[config.mk]
export PLATFORM = sky130hd
export DESIGN_NAME = rsp_compactor_i11593
export DESIGN_NICKNAME = d
export VERILOG_FILES = /design/src/rtl/rsp_compactor_i11593.sv
export SDC_FILE = /design/constraint.sdc
export NUM_CORES = 1
export LEC_CHECK = 0
export ABC_AREA = 1
export CELL_PAD_IN_SITES_DETAIL_PLACEMENT = 1
export CELL_PAD_IN_SITES_GLOBAL_PLACEMENT = 2
export CORE_MARGIN = 4
export CORE_UTILIZATION = 26
export DETAILED_ROUTE_END_ITERATION = 16
export GPL_ROUTABILITY_DRIVEN = 1
export PLACE_DENSITY_LB_ADDON = 0.1
export SLEW_MARGIN = 20
export SYNTH_ARGS = -nofsm -noshare
export SYNTH_HDL_FRONTEND = slang
export SYNTH_SLANG_ARGS = --single-unit
[constraint.sdc]
create_clock -name I1470_clk -period 1.7 [get_ports I1470_clk]
set_input_delay 0.17 -clock I1470_clk [delete_from_list [all_inputs] [get_ports I1470_clk]]
set_output_delay 0.17 -clock I1470_clk [all_outputs]
set_load 0.03 [all_outputs]
[src/rtl/rsp_compactor_i11593.sv]
// ----------------------------------------------------------------------------
// rsp_compactor_i11593
//
// Response-compaction stage for the I11593 subcircuit. It folds a programmed
// number of valid response beats into a MISR. It then compares the final
// signature against a latched golden value and reports pass/fail.
//
// Optional feature macro: RSP_XMASK_EN
//   When defined, the din_xmask input is added. Masked lanes contribute 0 to
//   the signature, but masked beats still count toward vec_count.
//
// Ports:
//   I1470_clk   in   1      clock; all state updates on the rising edge
//   I1477_rst   in   1      synchronous active-high reset
//   start       in   1      begin a run; sampled only in IDLE or DONE
//   vec_count   in   16     number of beats to compact; sampled with start
//   golden      in   WIDTH  expected signature; sampled with start
//   din_valid   in   1      din holds a beat to compact this cycle
//   din         in   LANES  response bits; bit 0 is the I11593 output
//   din_xmask   in   LANES  per-lane don't-care mask (RSP_XMASK_EN only)
//   busy        out  1      high while in RUN
//   done        out  1      high while in DONE
//   pass        out  1      signature == latched golden; valid while done=1
//   signature   out  WIDTH  current MISR contents
//   beats_left  out  16     beats remaining in the current run
// ----------------------------------------------------------------------------
module rsp_compactor_i11593 #(
    parameter int unsigned      WIDTH = 16,
    parameter int unsigned      LANES = 1,
    parameter logic [WIDTH-1:0] POLY  = 16'h1021,
    parameter logic [WIDTH-1:0] SEED  = 16'h0000
) (
    input  logic             I1470_clk,
    input  logic             I1477_rst,
    input  logic             start,
    input  logic [15:0]      vec_count,
    input  logic [WIDTH-1:0] golden,
    input  logic             din_valid,
    input  logic [LANES-1:0] din,
`ifdef RSP_XMASK_EN
    input  logic [LANES-1:0] din_xmask,
`endif
    output logic             busy,
    output logic             done,
    output logic             pass,
    output logic [WIDTH-1:0] signature,
    output logic [15:0]      beats_left
);

    typedef enum logic [1:0] {StIdle, StRun, StDone} state_e;

    state_e           state_q, state_d;
    logic [WIDTH-1:0] sig_q, sig_d;
    logic [WIDTH-1:0] golden_q, golden_d;
    logic [15:0]      beats_q, beats_d;
    logic             pass_q, pass_d;

    logic [LANES-1:0] din_eff;
    logic [WIDTH-1:0] misr_next;

    // Lanes flagged as don't-care are forced to 0 before they reach the MISR.
`ifdef RSP_XMASK_EN
    assign din_eff = din & ~din_xmask;
`else
    assign din_eff = din;
`endif

    // Galois-style MISR step: shift left, then fold in the taps when the MSB
    // leaves, then XOR the response lanes into the low bits.
    always_comb begin
        misr_next = {sig_q[WIDTH-2:0], 1'b0};
        if (sig_q[WIDTH-1]) begin
            misr_next = misr_next ^ POLY;
        end
        misr_next = misr_next ^ WIDTH'(din_eff);
    end

    always_comb begin
        state_d  = state_q;
        sig_d    = sig_q;
        golden_d = golden_q;
        beats_d  = beats_q;
        pass_d   = pass_q;

        unique case (state_q)
            StIdle, StDone: begin
                if (start) begin
                    sig_d    = SEED;
                    golden_d = golden;
                    beats_d  = vec_count;
                    if (vec_count != 16'd0) begin
                        state_d = StRun;
                        pass_d  = 1'b0;
                    end else begin
                        // Empty run: the verdict is the seed itself.
                        state_d = StDone;
                        pass_d  = (SEED == golden);
                    end
                end
            end
            StRun: begin
                if (din_valid) begin
                    sig_d = misr_next;
                    if (beats_q != 16'd0) begin
                        beats_d = beats_q - 16'd1;
                    end
                    if (beats_q <= 16'd1) begin
                        state_d = StDone;
                        pass_d  = (misr_next == golden_q);
                    end
                end
            end
            default: begin
                state_d = StIdle;
            end
        endcase
    end

    always_ff @(posedge I1470_clk) begin
        if (I1477_rst) begin
            state_q  <= StIdle;
            sig_q    <= SEED;
            golden_q <= '0;
            beats_q  <= 16'd0;
            pass_q   <= 1'b0;
        end else begin
            state_q  <= state_d;
            sig_q    <= sig_d;
            golden_q <= golden_d;
            beats_q  <= beats_d;
            pass_q   <= pass_d;
        end
    end

    assign busy       = (state_q == StRun);
    assign done       = (state_q == StDone);
    assign pass       = pass_q;
    assign signature  = sig_q;
    assign beats_left = beats_q;

endmodule

==> results.md, run 1 <==
- Synth top area share: 0.3414
- Max-slew violation count: 0
- # clock sinks: 51
- Most frequent cells in the layout: 129 x nand2_1, 79 x nor2_1, 67 x clkdlybuf4s50_1
- Slew Limit Headroom: 0.7591
- Slew @ Worst Pin: 0.3600 ns
- Syn Std Cell Area: 2990 sq um
- CP Capture Type: output pin
- First DRT Iteration DRCs: 126
- P&R area growth vs syn: 39.75%
- Max Clk Rate: around 600 MHz
- Switching share of power: 0.3639
- GRT Total Usage: 0.1690
- Wire length per cell: about 15 microns
- Tmin final: ~1.7 ns
- Pwr dens: slightly below 1000 nW/um^2
- Vias in the first global route: roughly 3500
- Clock Power Share: 0.288
- Synth area leader: dfxtp_1
- Largest net degree at the start of global routing: 38
- Row cnt: 38
- Global route overflow: 0
- DRC Markers: 0
- RSZ-0062 raised after global routing: true
- # diodes: 0
- DP Area: just under 4000 sq um
- Routability cong.: just over 0.8
- Worst Skew: just over 0.006 ns
- I/O Buffers: about 70
- HPWL Detailed: between 8000 and 9000 microns
- Core Region: about 11000 sq um
- Setup TNS: 0 ns
- Fin nets: 615
- Initial antenna violation count: 0
- DR pass1 iterations: 4
- Starting Density: 0.2711
- Internal cell power: 2.586 mW
- Syn_nets: 530
- Hold_ws: roughly 0.47 ns
- Endpoints failing hold: 0
- CTS H-tree lvls: 2
- Layout cells sized above 1: 0.1043
- Fill count: ~1400
- Lkg Pwr: about 1.8 nW
- Warnings, synthesis: 0
- CTS tree: built
- Flop pwr share: 0.354
- Crit start category: flop
- Latest clock arrival within the worst-skew pair: 0.30 ns
- Die span in y: roughly 120 microns
- Worst Hold Class: flop to flop
- Number of synthesized flops with an enable pin: 0
- DIE AREA: 13280 sq um
- Logic pwr share: 0.357
- Register bit total from synthesis: 51
- Worst VDD drop: about 0.41 mV
- Post-CTS Setup Inserts: 0
- Count of final setup violators: 0
- Register area share after synthesis: 0.3414
- Power Total: 4.066 mW
- Boundary Pins: roughly 70
- Final Util: 0.3789
- Vias per inst: between 4 and 5
- Cells after synthesis: 490
- First-pass GRT wire length: between 15000 and 20000 microns
- Area contributors post-synth: dfxtp_1 34%, nand2_1 16%, nor2_1 10%
- Run status: finished clean
- Drt total wl: about 11000 microns
- TritonCTS buffer count: 5
- DR vias: between 3000 and 4000
- Clk buf depth: 2
- Distinct cells, synth: 30
- Crit-path max FO: 5
- Die width: roughly 120 microns
- Synth Flop Type: dfxtp_1
- Worst EP arrival: between 1 and 1.5 ns
- Fin area: approximately 4200 sq um
- Max-cap viol count: 0
- Async SR Flop Fraction: 0
- Period utilisation layout: 0.9776
- Kind of critical path: flop to output pin
- Mean Syn Cell Area: a little over 6 sq um
- Post-DRT Antenna Nets: 0
- CP required: ~1.5 ns
- Clock root cell: clkbuf_16
- Commonest non-fill, non-tap cell in the layout: nand2_1
- Clock transition at path regs: around 0.070 ns
- Switch Pwr: around 1.5 mW
==> layout make-up <==
cell class	instances	area [sq um]	share of cell area
clock buffers	5	125.1	0.02994
clock inverters	2	37.54	0.008982
inverters	56	219.0	0.05240
multi-input cells	363	1660	0.3973
flip-flops and latches	51	1022	0.2446
well taps	140	175.2	0.04192
repair buffers	97	932.1	0.2231
repair inverters	1	7.507	0.001796
==> per-layer routing <==
metal	GRT usage	wire length [microns]	share of wire
met1	0.2121	4885	0.45
met5	0	0	0
met4	0.04538	177	0.016
met2	0.2998	5481	0.50
met3	0.02684	360	0.033
==> power groups by stage <==
| stage | registers [mW] | logic [mW] | clock network, mW |
|---|---|---|---|
| 3_3_place_gp | 1.46 | 1.42 | 0 |
| 2_1_floorplan | 1.60 | 0.697 | 0 |
| 5_1_grt | 1.46 | 1.62 | 1.26 |
| 6_report | 1.44 | 1.45 | 1.17 |
| 3_5_place_dp | 1.46 | 1.44 | 0 |
| 4_1_cts | 1.44 | 1.45 | 1.20 |
==> worst paths after layout <==
kind                            slack (ns)  depth (start not counted)              to     startpoint
worst max-delay path                  0.04                          2   beats_left[6]  beats_left[6]
worst min-delay path                  0.47                          2     golden_q[0]    golden_q[0]
worst max register to register        0.12                          9  beats_left[15]  beats_left[8]
worst min register to register        0.47                          2     golden_q[0]    golden_q[0]
==> through the flow <==
stage | setup slack (ns) | std cells
finish | 0.03813 | 715
global route | -0.02075 | 715
CTS | 0.01283 | 714
detailed placement | 0.006383 | 707
global placement | 0.02787 | 707
floorplan | 0.06716 | 490
==> synth_stat cells, types with 4 or more instances <==
cell,number
nand2_1,129
nand3_1,29
o21ai_0,51
a21oi_1,40
or2_2,4
inv_1,54
buf_2,6
nor2_1,81
clkbuf_1,9
nor2_2,4
dfxtp_1,51
==> cell families after synthesis <==
| family | share of synthesized area |
|---|---|
| simple gates | 0.3552 |
| xor+xnor | 0.01172 |
| buf+inv | 0.1096 |
| compound gates | 0.1695 |
| fa+ha+maj | 0.01255 |
| flops | 0.3414 |
==> sequential cells by signal, indices dropped and copies added (netlist names) <==
| register | cells |
|---|---|
| beats_left | 16 |
| golden_q | 16 |
| pass | 1 |
| signature | 16 |
| state_q | 2 |
==> worst max-delay path, stage by stage (launching register included) <==
cell,delay (ns)
dfxtp_1,0.37
buf_4,0.15
clkdlybuf4s50_1,0.68
==> repair_timing <==
| item | 4_1_cts | 5_1_grt |
|---|---|---|
| resized for setup | 3 | 18 |
| pin swaps | 0 | 1 |
| hold endpoints to repair | 0 | 0 |
| endpoints found under the setup margin | 3 | 12 |
| hold buffers | 0 | 0 |
| cloned | 0 | 1 |
Power figures use the tool's default switching activity.
==> run 2, diff against run 1 <==
CORE_UTILIZATION = 23   (was 26)
CTS_CLUSTER_DIAMETER = 150   (was unset)
clock period = 1.4 ns   (was 1.7 ns; I/O delays follow)
==> run 2 against run 1 <==
Compared with the run above:
- the flow now finishes with violations (negative setup slack)
- largest power group unchanged
- global-route usage shrank 0.98 points
- setup slack lost 0.045 ns
- sequential cell count is the same
- via count grew 6.0%
- critical endpoint is now pass
- critical path type is now flop to flop
==> results.md, run 2 (synthesized netlist as in run 1, its figures left out) <==
- Run status: finished with violations
- Endpoints failing hold: 0 (unchanged)
- Kind of critical path: flop to flop
- Max-slew violation count: 0 (unchanged)
- Slew @ Worst Pin: 0.3257 ns (-0.03431 ns)
- CP required: 1.60 ns (+0.07 ns)
- Latest clock arrival within the worst-skew pair: 0.30 ns (about the same)
- DRC Markers: 0 (unchanged)
- Drt total wl: 11900 microns (+9.1%)
- Power Total: 5.512 mW (+36%)
- DIE AREA: 14890 sq um (+12%)
- Period utilisation layout: 1.005
- Worst EP arrival: 1.60 ns (+0.11 ns)
- Pwr dens: 1110 nW/um^2 (+14%)
- Routability cong.: 0.7598 (-7.8%)
- CTS tree: built
- Worst setup margin: -0.006949 ns (-0.04508 ns)
- Fill count: 1625 (+13%)
- CTS H-tree lvls: 2 (unchanged)
- CP Capture Type: flop
- Global route overflow: 0 (unchanged)
- Core Region: 12670 sq um (+15%)
- Vias per inst: 4.422 (-5.6%)
- DR vias: 3551 (+6.0%)
- Logic pwr share: 0.412 (+0.055)
- Layout cells sized above 1: 0.2837 (+0.1793)
- # clock sinks: 51 (unchanged)
- Lkg Pwr: 2.239 nW (+27%)
- Worst path most repeated cell: nand2_1
- Count of final setup violators: 1 (+1)
- Switching share of power: 0.3713 (+0.007437)
- GRT Total Usage: 0.1592 (-0.009771)
- Clk buf depth: 2 (unchanged)
- Slew Limit Headroom: 0.7837 (+0.02463)
- Boundary Pins: 72 (unchanged)
- RSZ-0062 raised after global routing: true
- Tmin final: between 1 and 1.5 ns
- I/O Buffers: 71 (unchanged)
- Crit-path max FO: 4 (-1)
- Most frequent cells in the layout: 119 x nand2_1, 68 x buf_4, 66 x nor2_1
- Clock transition at path regs: 0.07 ns (about the same)
- P&R area growth vs syn: 66.11%
- CP max stage cell: dfxtp_4
- Multi-input combinational cell area: 1881 sq um (+13%)
- Hold_ws: 0.4723 ns (-0.0001070 ns)
- Worst path cell trace: buf_4 -> ha_2 -> or2_4 -> nand3_2 -> nand2_2 -> nand2_1 -> nand2_1 -> nand2_1 -> nor2_1
- Switch Pwr: 2.047 mW (+38%)
- Worst Skew: 0.004386 ns (-0.001776 ns)
- Wire length per cell: 14.82 microns (-2.9%)
- Max-cap viol count: 0 (unchanged)
- Flop pwr share: 0.319 (-0.035)
- Die width: 122.0 microns (+5.9%)
- Fin nets: 670 (+8.9%)
- Fin area: 4967 sq um (+19%)
- Clock Power Share: 0.269 (-0.019)
- Failing checks: negative setup slack
- Max Clk Rate: about 710 MHz
- Internal cell power: 3.465 mW (+34%)
- Worst VDD drop: 0.4701 mV (+14%)
- Starting Density: 0.2360 (-0.03510)
- First DRT Iteration DRCs: 159 (+26%)
- Largest net degree at the start of global routing: 42 (+11%)
- Clock root cell: clkbuf_16
- Post-DRT Antenna Nets: 0 (unchanged)
- HPWL Detailed: 9016 microns (+7.2%)
- Commonest non-fill, non-tap cell in the layout: nand2_1
- Worst Hold Class: flop to flop
- Register area: 1056 sq um (+3.3%)
- DP Area: 4389 sq um (+10%)
- Row cnt: 41 (+7.9%)
- First-pass GRT wire length: 18570 microns (+5.6%)
- Layout Cells excl Fill: 803 (+12%)
- Crit-path max cell delay: 0.36 ns (-0.32 ns)
- Initial antenna violation count: 0 (unchanged)
- TritonCTS buffer count: 5 (unchanged)
- DR pass1 iterations: 4 (unchanged)
- Dpl cells: 783 (+11%)
- Vias in the first global route: 3707 (+7.4%)
- Die span in y: 122.0 microns (+5.9%)
- # diodes: 0 (unchanged)
- Crit start category: flop
run 2: cell count changes in the layout (fill, tap and decap cells not counted), sizes merged:
cell	change
clkdlybuf4s50	-31
clkdlybuf4s15	+1
dlymetal6s2s	-1
inv	+3
clkinvlp	-3
clkinv	+1
clkbuf	+2
buf	+55
dlygate4sd2	+29
run 2: power by group through the flow:
| stage | clock, mW | sequential [mW] | combinational, mW |
|---|---|---|---|
| after floorplan | 0 | 1.96 | 0.851 |
| after global placement | 0 | 1.77 | 1.98 |
| after detailed placement | 0 | 1.77 | 2.00 |
| after CTS | 1.52 | 1.75 | 2.02 |
| after global routing | 1.58 | 1.78 | 2.51 |
| final | 1.48 | 1.76 | 2.27 |
run 2: per-stage QoR:
step	setup WS, ns	setup TNS [ns]	utilization
2_1_floorplan	0.001463	0	-
3_3_place_gp	-0.1777	-3.032	0.3464
3_5_place_dp	-0.1791	-4.390	0.3464
4_1_cts	-0.09292	-0.2469	0.3663
5_1_grt	-0.1150	-1.458	0.3920
6_report	-0.006949	-0.006949	0.3920
run 2: layer usage:
| layer | share of wire | GRT usage | vias up |
|---|---|---|---|
| met5 | 0 | 0 | - |
| met4 | 0.0046 | 0.02381 | 0 |
| met3 | 0.035 | 0.02553 | 6 |
| met2 | 0.54 | 0.3063 | 52 |
| met1 | 0.42 | 0.1879 | 1670 |
| li1 | - | - | 1823 |
run 2: final timing paths:
kind            startpoint           to  slack, ns  cells after the start
max          beats_left[0]         pass     -0.007                      9
max reg2reg  beats_left[0]         pass     -0.007                      9
min reg2reg    golden_q[1]  golden_q[1]       0.47                      2
min            golden_q[1]  golden_q[1]       0.47                      2
run 2: area by class of cell:
class / instances / area share
clock buffers: 5 / 0.02519
clock inverters: 3 / 0.009068
inverters: 56 / 0.04836
multi-input cells: 363 / 0.3786
flip-flops and latches: 51 / 0.2126
well taps: 172 / 0.04332
repair buffers: 152 / 0.2811
repair inverters: 1 / 0.001763
run 2: critical path: cells and delay by family (launching register included):
| kind | cells | cell delay, ns |
|---|---|---|
| adder cells (fa/ha/maj) | 1 | 0.17 |
| flip-flops | 1 | 0.36 |
| buffers and inverters | 1 | 0.14 |
| AND/OR/NAND/NOR | 7 | 0.63 |
run 2: repair_timing:
item,4_1_cts,5_1_grt
endpoints found under the setup margin,68,45
hold buffers,0,0
resized for setup,70,85
pin swaps,4,26
buffers inserted,1,9
cloned,0,2
==> run 3, diff against run 2 <==
CORE_UTILIZATION = 24   (was 23)
CTS_BUF_LIST = sky130_fd_sc_hd__clkbuf_4   (was unset)
==> run 3 against run 2 <==
Compared with the run above:
- the flow still finishes with violations (negative setup slack)
- fmax is 5.5% lower
- clock skew is 0.0095 ns higher
- setup slack worse by 0.081 ns
- clock power is 48% lower
- cell area is 4.8% higher
- register-to-register slack worse by 0.08 ns
- power is 7.9% lower
- sequential share of layout area is 0.78 points lower
- sequential power hardly changed
- highest routed layer unchanged
==> results.md, run 3 (synthesized netlist as in run 1, its figures left out) <==
- Worst Min Path Start: golden[10]
- Commonest non-fill, non-tap cell in the layout: nand2_1
- Power Total: 5.077 mW (-7.9%)
- Worst setup margin: -0.08813 ns (-0.08118 ns)
- GR peak layer: met2
- Max Clk Rate: 672.0 MHz (-5.5%)
- Clk buf depth: 2 (unchanged)
- GR Util met2: 0.3231 (+0.01681)
- Clock root cell: clkbuf_4
- Post-DRT Antenna Nets: 0 (unchanged)
- TritonCTS buffer count: 5 (unchanged)
- Worst EP arrival: 1.81 ns (+0.21 ns)
- Slew @ Worst Pin: 0.3019 ns (-0.02378 ns)
- Hold Path Sink: golden_q[10]
- CTS H-tree lvls: 2 (unchanged)
- DR pass1 iterations: 4 (unchanged)
- Worst Hold Class: input port to flop
- Clock transition at path regs: 0.18 ns (+0.11 ns)
- Count of final setup violators: 19 (+18)
- Drt total wl: 12510 microns (+5.2%)
- Tmin final: 1.488 ns (+0.08118 ns)
- Switch Pwr: 2.109 mW (+3.0%)
- Row cnt: 40 (-2.4%)
- DIE AREA: 14310 sq um (-3.9%)
- Latest clock arrival within the worst-skew pair: 0.42 ns (+0.12 ns)
- DRC Markers: 0 (unchanged)
- First DRT Iteration DRCs: 76 (-52%)
- CP required: 1.72 ns (+0.12 ns)
- Slew Limit Headroom: 0.7995 (+0.01579)
- Wire length per cell: 15.39 microns (+3.9%)
- GRT Total Usage: 0.1698 (+0.01055)
- Worst Skew: 0.01384 ns (+0.009457 ns)
- GRT met1 Usage: 0.1933 (+0.005362)
- Boundary Pins: 72 (unchanged)
- Dpl ws: -0.1439 ns (+0.03516 ns)
- Switching share of power: 0.4155 (+0.04415)
- Hold-fix buffers, CTS: 0 (unchanged)
- Crit start category: flop
- Global route overflow: 0 (unchanged)
- Worst reg-to-reg setup slack: -0.09 ns (-0.08 ns)
- Max-cap viol count: 0 (unchanged)
- Fin nets: 684 (+2.1%)
- Period utilisation layout: 1.063 (+0.05798)
- Hold Path Depth: 3 (+1)
- Initial antenna violation count: 0 (unchanged)
- RSZ-0062 raised after global routing: true
- Lkg Pwr: 2.229 nW (-0.46%)
- Clock Power Share: 0.152 (-0.117)
- Run status: finished with violations
- CTS tree: built
- Routability cong.: 0.7950 (+4.6%)
- Critical register-to-register path endpoint: beats_left[11]
- Largest net degree at the start of global routing: 31 (-26%)
- Die width: 119.6 microns (-2.0%)
- Kind of critical path: flop to flop
- Flop pwr share: 0.348 (+0.029)
- FF-to-FF Start: beats_left[1]
- CP Capture Type: flop
- Pwr dens: 975.3 nW/um^2 (-12%)
- # clock sinks: 51 (unchanged)
- Layout cells sized above 1: 0.4109 (+0.1272)
- Max-slew violation count: 0 (unchanged)
- Die span in y: 119.6 microns (-2.0%)
- Endpoints failing hold: 0 (unchanged)
- Dpl cells: 779 (-0.51%)
- R2r worst-path depth: 11 (+2)
- P&R area growth vs syn: 74.06%
- Vias per inst: 4.509 (+2.0%)
- Setup TNS: -1.087 ns (-1.080 ns)
- Internal cell power: 2.967 mW (-14%)
- I/O Buffers: 71 (unchanged)
- M3 GR Usage: 0.02592 (+0.0003851)
- Logic pwr share: 0.500 (+0.088)
- First-pass GRT wire length: 19330 microns (+4.1%)
- Worst VDD drop: 0.3910 mV (-17%)
- DR vias: 3666 (+3.2%)
- Failing checks: negative setup slack
- Vias in the first global route: 3853 (+3.9%)
- Starting Density: 0.2469 (+0.01090)
- Most frequent cells in the layout: 110 x nand2_1, 72 x buf_4, 65 x nor2_1
- Fin area: 5205 sq um (+4.8%)
- Layout Cells excl Fill: 813 (+1.2%)
- Crit-path max FO: 6 (+2)
- Core Region: 12110 sq um (-4.4%)
- DP Area: 4384 sq um (-0.11%)
- HPWL Detailed: 9109 microns (+1.0%)
- # diodes: 0 (unchanged)
[run 3: power groups by stage]
stage	clock, mW	combinational (mW)	sequential (mW)
after detailed placement	0	1.99	1.77
final	0.774	2.54	1.77
after global placement	0	1.97	1.77
after global routing	0.861	2.76	1.79
after floorplan	0	0.851	1.96
after CTS	0.825	2.32	1.75
[run 3: worst max-delay path by stage]
stage / end / startpoint / slack [ns]
finish: beats_left[11] / beats_left[1] / -0.09
floorplan: beats_left[6] / beats_left[1] / 0.001
CTS: beats_left[11] / beats_left[0] / -0.11
global placement: pass / golden[3] / -0.10
detailed placement: pass / beats_left[0] / -0.14
global route: beats_left[9] / beats_left[1] / -0.16
[run 3: stage by stage]
stage | hold slack (ns) | utilization
6_report | 0.3629 | 0.4298
3_5_place_dp | 0.4657 | 0.3620
2_1_floorplan | 0.3067 | -
4_1_cts | 0.3342 | 0.4051
3_3_place_gp | 0.4565 | 0.3620
5_1_grt | 0.3738 | 0.4298
[run 3: what timing repair did]
item | 4_1_cts | 5_1_grt
setup buffers | 16 | 7
cloned | 2 | 3
pin swaps | 34 | 15
setup endpoints to repair | 68 | 50
resized for setup | 222 | 89
[run 3: routing by layer]
metal  up-vias  part of all wire
met5         -                 0
met4         0             0.016
met3        12             0.022
met2        57              0.55
met1      1742              0.42
li1       1855                 -
[run 3: cell type report]
type	instances	area, sq um
Tap cell	168	210.2
Clock buffer	5	37.54
Multi-Input combinational cell	363	2033
Fill cell	1550	6907
Inverter	56	240.2
Sequential cell	51	1066
Clock inverter	3	17.52
Timing Repair inverter	1	11.26
Timing Repair Buffer	166	1589
[run 3: critical path, cell delays in order (launching register included)]
cell     delay [ns]
dfxtp_4        0.41
inv_6          0.04
buf_6          0.11
ha_4           0.15
nand2_2        0.05
inv_2          0.05
nand3_4        0.11
nand2_8        0.09
buf_12         0.15
buf_12         0.12
nand2_2        0.06
a21oi_2        0.05
